## src/rtl/hazard_scoreboard.sv

```systemverilog
// Hazard scoreboard: per-register outstanding-write counters driving ID stall/issue.
// Optional macro HAZARD_WB_BYPASS_EN: a final WB retire clears the hazard in the same cycle.
module hazard_scoreboard #(
  parameter int NREG  = 32,
  parameter int CNT_W = 2
) (
  input  logic            clk,
  input  logic            reset,
  input  logic            id_valid,
  input  logic [4:0]      id_rs1_addr,
  input  logic [4:0]      id_rs2_addr,
  input  logic [4:0]      id_rd_addr,
  input  logic            id_reg_write,
  input  logic            flush,
  input  logic            wb_reg_write,
  input  logic [4:0]      wb_rd_addr,
  output logic            Stall,
  output logic            issue,
  output logic            busy,
  output logic [NREG-1:0] pending,
  output logic            err_underflow
);

  localparam logic [CNT_W-1:0] CNT_MAX  = '1;
  localparam logic [CNT_W-1:0] CNT_ZERO = '0;
  localparam logic [CNT_W-1:0] CNT_ONE  = CNT_W'(1);

  logic [CNT_W-1:0] cnt_q [NREG];
  logic [CNT_W-1:0] cnt_d [NREG];
  logic             err_underflow_q;
  logic             err_underflow_d;

  logic raw1;
  logic raw2;
  logic sat;
  logic inc;
  logic dec;
  logic same;

  // Hazard terms and the stall/issue decision.
  always_comb begin
    raw1 = (id_rs1_addr != 5'd0) &&
           (cnt_q[id_rs1_addr] != CNT_ZERO);
    raw2 = (id_rs2_addr != 5'd0) &&
           (cnt_q[id_rs2_addr] != CNT_ZERO);
`ifdef HAZARD_WB_BYPASS_EN
    if (wb_reg_write && wb_rd_addr == id_rs1_addr &&
        cnt_q[id_rs1_addr] == CNT_ONE)
      raw1 = 1'b0;
    if (wb_reg_write && wb_rd_addr == id_rs2_addr &&
        cnt_q[id_rs2_addr] == CNT_ONE)
      raw2 = 1'b0;
`endif
    sat   = id_reg_write && (id_rd_addr != 5'd0) &&
            (cnt_q[id_rd_addr] == CNT_MAX);
    Stall = id_valid && !flush && (raw1 || raw2 || sat);
    issue = id_valid && !flush && !Stall;
  end

  // Counter next-state: inc from issue, dec from WB retire.
  always_comb begin
    inc  = issue && id_reg_write && (id_rd_addr != 5'd0);
    dec  = wb_reg_write && (wb_rd_addr != 5'd0);
    same = inc && dec && (id_rd_addr == wb_rd_addr);
    err_underflow_d = err_underflow_q;
    cnt_d[0] = CNT_ZERO;
    for (int i = 1; i < NREG; i++) begin
      cnt_d[i] = cnt_q[i];
      if (!same) begin
        if (inc && id_rd_addr == 5'(i))
          cnt_d[i] = cnt_q[i] + CNT_ONE;
        if (dec && wb_rd_addr == 5'(i)) begin
          if (cnt_q[i] == CNT_ZERO)
            err_underflow_d = 1'b1;
          else
            cnt_d[i] = cnt_q[i] - CNT_ONE;
        end
      end
    end
  end

  // Registered view of outstanding writes.
  always_comb begin
    pending = '0;
    for (int i = 1; i < NREG; i++)
      pending[i] = (cnt_q[i] != CNT_ZERO);
    busy          = |pending;
    err_underflow = err_underflow_q;
  end

  // State registers.
  always_ff @(posedge clk or negedge reset) begin
    if (!reset) begin
      for (int i = 0; i < NREG; i++)
        cnt_q[i] <= CNT_ZERO;
      err_underflow_q <= 1'b0;
    end else begin
      for (int i = 0; i < NREG; i++)
        cnt_q[i] <= cnt_d[i];
      err_underflow_q <= err_underflow_d;
    end
  end

endmodule

```

## config.mk

```make
export PLATFORM = sky130hd
export DESIGN_NAME = hazard_scoreboard
export DESIGN_NICKNAME = d
export VERILOG_FILES = /design/src/rtl/hazard_scoreboard.sv
export SDC_FILE = /design/constraint.sdc
export NUM_CORES = 1
export LEC_CHECK = 0
export CORE_ASPECT_RATIO = 0.7
export CORE_UTILIZATION = 60
export CTS_CLUSTER_DIAMETER = 30
export DETAILED_ROUTE_END_ITERATION = 16
export PLACE_DENSITY = 0.88
export SLEW_MARGIN = 20
export SYNTH_ARGS = -nofsm -noshare
export SYNTH_HDL_FRONTEND = slang
export SYNTH_SLANG_ARGS = --single-unit
```

## constraint.sdc

```tcl
create_clock -name clk -period 7.8 [get_ports clk]
set_input_delay 0.78 -clock clk [delete_from_list [all_inputs] [get_ports clk]]
set_output_delay 0.78 -clock clk [all_outputs]
set_load 0.1 [all_outputs]
```

**Yosys cells after proc, flatten, opt, wreduce, memory -nomap -nowiden**

Cells that the tools add are included.

- Add/subtract/negate cells: 62
- Magnitude comparators: 3
- Equality and inequality tests: 64
- Mux-type cells: 195
- Bitwise operators: 3
- Reduce and logical (&&, ||, !) cells: 147

Operator list:

| cell | count |
|---|---|
| 2-bit 2-to-1 mux | 99 |
| 5-bit == test (second input constant) | 32 |
| 1-bit 2-to-1 mux | 93 |
| 5-bit by 4-bit == test with 1-bit output (second input constant) | 16 |
| 1-bit logical AND | 74 |
| 2-bit nonzero test | 33 |
| 2-bit by 1-bit adder with 2-bit output (second input constant) | 31 |
| 2-bit logical NOT | 31 |
| 2-bit by 1-bit subtractor with 2-bit output (second input constant) | 31 |
| 5-bit by 3-bit == test with 1-bit output (second input constant) | 8 |
| 31-bit OR reduction | 1 |
| 2-bit binary-select mux with 5-bit select | 3 |
| 5-bit by 2-bit == test with 1-bit output (second input constant) | 4 |
| 5-bit nonzero test | 4 |
| 6-bit greater-or-equal comparator (second input constant) | 3 |
| 5-bit inverter with 6-bit output | 3 |
| 5-bit by 1-bit == test with 1-bit output (second input constant) | 2 |
| 5-bit == test | 1 |
| 2-bit == test (second input constant) | 1 |
| 1-bit logical NOT | 2 |
| 1-bit logical OR | 2 |

- Flip-flop bits (word level): 63
- Input port bits: 26
- Output and inout port bits: 36
- Word-level logic and storage cells: 506

**Depth between registers and ports, before layout**

- Depth in word-level cells: 106
- Depth in mapped cells: 12
- Depth with buffers taken out: 8

**Worst setup path after synthesis**

Ideal clock, no wire load.

- Path kind: in2out
- Start: input port id_rs2_addr[2]
- End: output port Stall
- Arrival: 3.752 ns
- Required time: 7.020 ns
- Setup slack: 3.268 ns
- Stages on the path: 10
- Path buffers: 3
- Path through: buf_2 > buf_2 > inv_1 > a311o_1 > a311oi_1 > a32oi_1 > nand4_4 > clkbuf_1 > a21oi_1 > nor2b_1

- Cells in the longest elaborated chain, start to end: 9
- Elaborated cells on any way between the ends: 10
- Those cells by class: 3 x mux; 1 x bitwise; 6 x reduce/logical

RTL lines:

| element | line | text |
|---|---|---|
| from (decl) | 11 | `input logic [4:0] id_rs2_addr,` |
| 5-bit inverter with 6-bit output (not written as such) | 45 | `(cnt_q[id_rs2_addr] != CNT_ZERO);` |
| 2-bit binary-select mux with 5-bit select | 45 |  |
| 2-bit 2-to-1 mux (not written as such) (2 in a row) | 45 |  |
| 2-bit nonzero test | 45 |  |
| 1-bit logical AND (*) | 44 | `raw2 = (id_rs2_addr != 5'd0) &&` |
| 1-bit logical OR (*) (2 in a row) | 56 | `Stall = id_valid && !flush && (raw1 \|\| raw2 \|\| sat);` |
| 1-bit logical AND (*) | 56 |  |
| to (decl) | 17 | `output logic Stall,` |

Mark *: on every way between the ends. The rest lies on a longest branch, timed or not. The select of a mux whose other input is x is not followed.

**Worst setup path after layout**

- Start: input port id_rs1_addr[0]
- End: output port issue

- Cells in the longest elaborated chain, start to end: 11
- Elaborated cells on any way between the ends: 12
- Those cells by class: 3 x mux; 1 x bitwise; 8 x reduce/logical

RTL lines:

| element | line | text |
|---|---|---|
| from (decl) | 10 | `input logic [4:0] id_rs1_addr,` |
| 5-bit inverter with 6-bit output (not written as such) | 43 | `(cnt_q[id_rs1_addr] != CNT_ZERO);` |
| 2-bit binary-select mux with 5-bit select | 43 |  |
| 2-bit 2-to-1 mux (not written as such) (2 in a row) | 43 |  |
| 2-bit nonzero test | 43 |  |
| 1-bit logical AND (*) | 42 | `raw1 = (id_rs1_addr != 5'd0) &&` |
| 1-bit logical OR (*) (2 in a row) | 56 |  |
| 1-bit logical AND (*) | 56 |  |
| 1-bit logical NOT (*) | 57 | `issue = id_valid && !flush && !Stall;` |
| 1-bit logical AND (*) | 57 |  |
| to (decl) | 18 | `output logic issue,` |

Marks and branches as above.

==> metrics.yaml <==
clocking:
  post_cts_buffers: 0
  clk_pin_slew_ns: 0.05
  cts_resized: 0
  cts.sinks: 63
  clockRootBuffer: "clkbuf_16"
  htree_num_levels: 3
  cts_tree: "yes"
  cts_buffers: 9
  cts_buffer_depth: 2
  clk_latency_ns: 0.34
  hold_buffers: 0
drt:
  routed_wl_mm: 23.5
  drt-vias-per-instance: 6.94
  dr.pass1.iters: 11
  drc: 0
  drt_iter0_drc: 1088
  num_vias: 7096
  antenna_left: 0
  routedWlPerCell_um: 23.0
floorplanning:
  die_w_um: 128
  rows: 31
  ioPinCount: 62
  dieArea_um2: 11600
  initial_core_util_pct: 63.1
  die_h_um: 90.3
  core_um2: 10600
sta:
  slew_violations: 0
  finalHoldViolations: 0
  finalCritPeriodShare_pct: 72.6
  setup_viol: 0
  fin_tns_setup_ns: 0
  rsz0062_at_grt: "no"
  max_clock_freq_ghz: 0.177
  final.min_clock_period_ns: 5.66
  fin_worst_skew_ns: 0.00502
  max_slew_margin_pct: 20.1
  worstMarginPinSlew_ns: 1.20
yosys:
  syn-cell-area_um2: 6680
  synth_ff_type: "dfrtp_1"
  ys_seq_area_share_pct: 23.6
  synth_area_leaders: "dfrtp_1 24%, ha_1 12%, inv_1 5.7%"
  synth_edf_count: 0
  synth_top_area_share_pct: 23.6
  yosysWarnings: 0
  avgSynthCellArea_um2: 7.98
  synthesis.nets: 925
  yosysUniqueCellTypes: 72
  netlist_instances: 837
  yosys_register_bits: 63
  synth_top_area_cell: "dfrtp_1"
  synth-async-reset-ratio_pct: 100
worst_hold_path:
  hp-class: "reg -> reg"
setup_path:
  crit_arrival_ns: 4.88
  worstPathRequired_ns: 7.02
  cpPeakStageDelay_ns: 1.12
  critical_path.startpoint_type: "input pin"
  path_delay_family: "buffers and inverters"
  worstPathBufferInverterCount: 3
  crit_chain: "clkdlybuf4s50_1, nor3_1, a21oi_1, mux4_2, a32oi_1, nand4_4, buf_4, a21oi_1, and2_1, clkdlybuf4s50_1"
  crit_path_end_kind: "output port"
  worst_path_max_delay_cell: "clkdlybuf4s50_1"
  crit_fanout: 37
  worstSetupPathType: "in -> out"
placed_design:
  numPortBuffers: 60
  dp.final_hpwl_mm: 17.5
  routabilityCongestion: 1.05
  placed_area_um2: 7290
cells_and_area:
  final_common_cell: "inv_1"
  area_growth_pct: 13.8
  fillers: 842
  drive_above_1_share_pct: 10.5
  nets: 958
  seq_area_um2: 1580
  antenna-diode-count: 0
  most-common-layout-cells: "102 x inv_1, 99 x nor2_1, 63 x dfrtp_1, 62 x ha_1, 59 x clkdlybuf4s50_1"
  stdcell_area_um2: 7600
  multi_input_area_um2: 4500
  finish.utilization_pct: 71.8
global_routing:
  grt_pass1_wl_mm: 36.0
  globalRouteTotalUtil_pct: 41.4
  grt_pass1_vias: 6247
  overflow: 0
  grt_max_degree: 64
  antenna_found_initial: 1
flow_run:
  drv_cap: 0
power_and_ir_drop:
  max-vdd-ir-drop_v: 0.000227
  cellLeakagePower_nw: 3.10
  p_per_area_nw_per_um2: 237
status:
  outcome: "completed"
==> cell type report <==
| class | count | area share (%) |
|---|---|---|
| timing repair buffer | 67 | 8.52 |
| inverter | 102 | 5.03 |
| clock buffer | 14 | 3.60 |
| tap | 148 | 2.44 |
| clock inverter | 2 | 0.494 |
| sequential | 63 | 20.7 |
| multi-input combinational | 627 | 59.2 |
==> stage by stage <==
| step | total power, W | setup WS [ns] | hold WS, ns | cells |
|---|---|---|---|---|
| global route | 0.00186 | 1.94 | 0.524 | 1023 |
| finish | 0.00180 | 2.14 | 0.487 | 1023 |
| global placement | 0.00133 | 2.26 | 0.469 | 1007 |
| CTS | 0.00177 | 2.25 | 0.488 | 1023 |
| floorplan | 0.00109 | 3.27 | 0.484 | 837 |
| detailed placement | 0.00134 | 2.25 | 0.461 | 1007 |
==> per-layer routing <==
layer	GRT usage, %	wire, um	vias to the layer above
li1	-	-	3044
met4	14.2	794	0
met1	60.5	9490	3306
met3	18.2	4220	100
met5	0	0	-
met2	52.8	9040	646
==> report_power, final <==
group / total [W] / internal, W / switching [W] / leakage, nW
registers: 0.000500 / 0.000383 / 0.000117 / 0.826
logic: 0.000874 / 0.000254 / 0.000620 / 2.13
clock network: 0.000430 / 0.000274 / 0.000156 / 0.149
total: 0.00180 / 0.000911 / 0.000893 / 3.10
==> synth_stat cells (4+ instances only) <==
cell and n:
inv_1 102, nor2_1 99, dfrtp_1 63, ha_1 62
nand2_1 56, nor3_1 40, xnor2_1 32, o21ai_2 30
clkbuf_1 24, nand3_1 23, a21oi_1 20, o21ai_1 19
a22oi_1 17, a31oi_1 17, o2bb2ai_1 17, nand4_1 15
nor2b_1 15, nor4_2 14, o21ai_0 14, buf_2 12
and3_1 11, o31ai_1 10, mux4_2 9, nand2b_1 8
a22o_1 7, and2_1 7, nor4b_2 7, o311ai_0 6
buf_6 5, mux2i_1 5, nor4_1 4
==> logic make-up after synthesis <==
family | after synthesis | synth area share (%)
flops | 63 | 23.6
compound gates | 195 | 21.5
other cells | 1 | 0.0561
simple gates | 320 | 25.7
xor+xnor | 35 | 4.59
mux | 14 | 3.78
fa+ha+maj | 62 | 11.6
buf+inv | 147 | 9.16
==> final timing paths <==
kind | from | endpoint | slack, ns | depth (start not counted)
max in group asynchronous | reset | cnt_q[34]$_DFFE_PN0N_ | 6.60 | 2
min in group asynchronous | reset | cnt_q[4]$_DFFE_PN0N_ | 0.63 | 2
worst min-delay path | err_underflow$_DFF_PN0_ | err_underflow$_DFF_PN0_ | 0.49 | 1
worst min register to register | err_underflow$_DFF_PN0_ | err_underflow$_DFF_PN0_ | 0.49 | 1
worst max register to register | cnt_q[24]$_DFFE_PN0N_ | register | 3.69 | 10
worst max-delay path | id_rs1_addr[0] | issue | 2.14 | 10
Note: power is estimated with default switching activity, not from simulation.
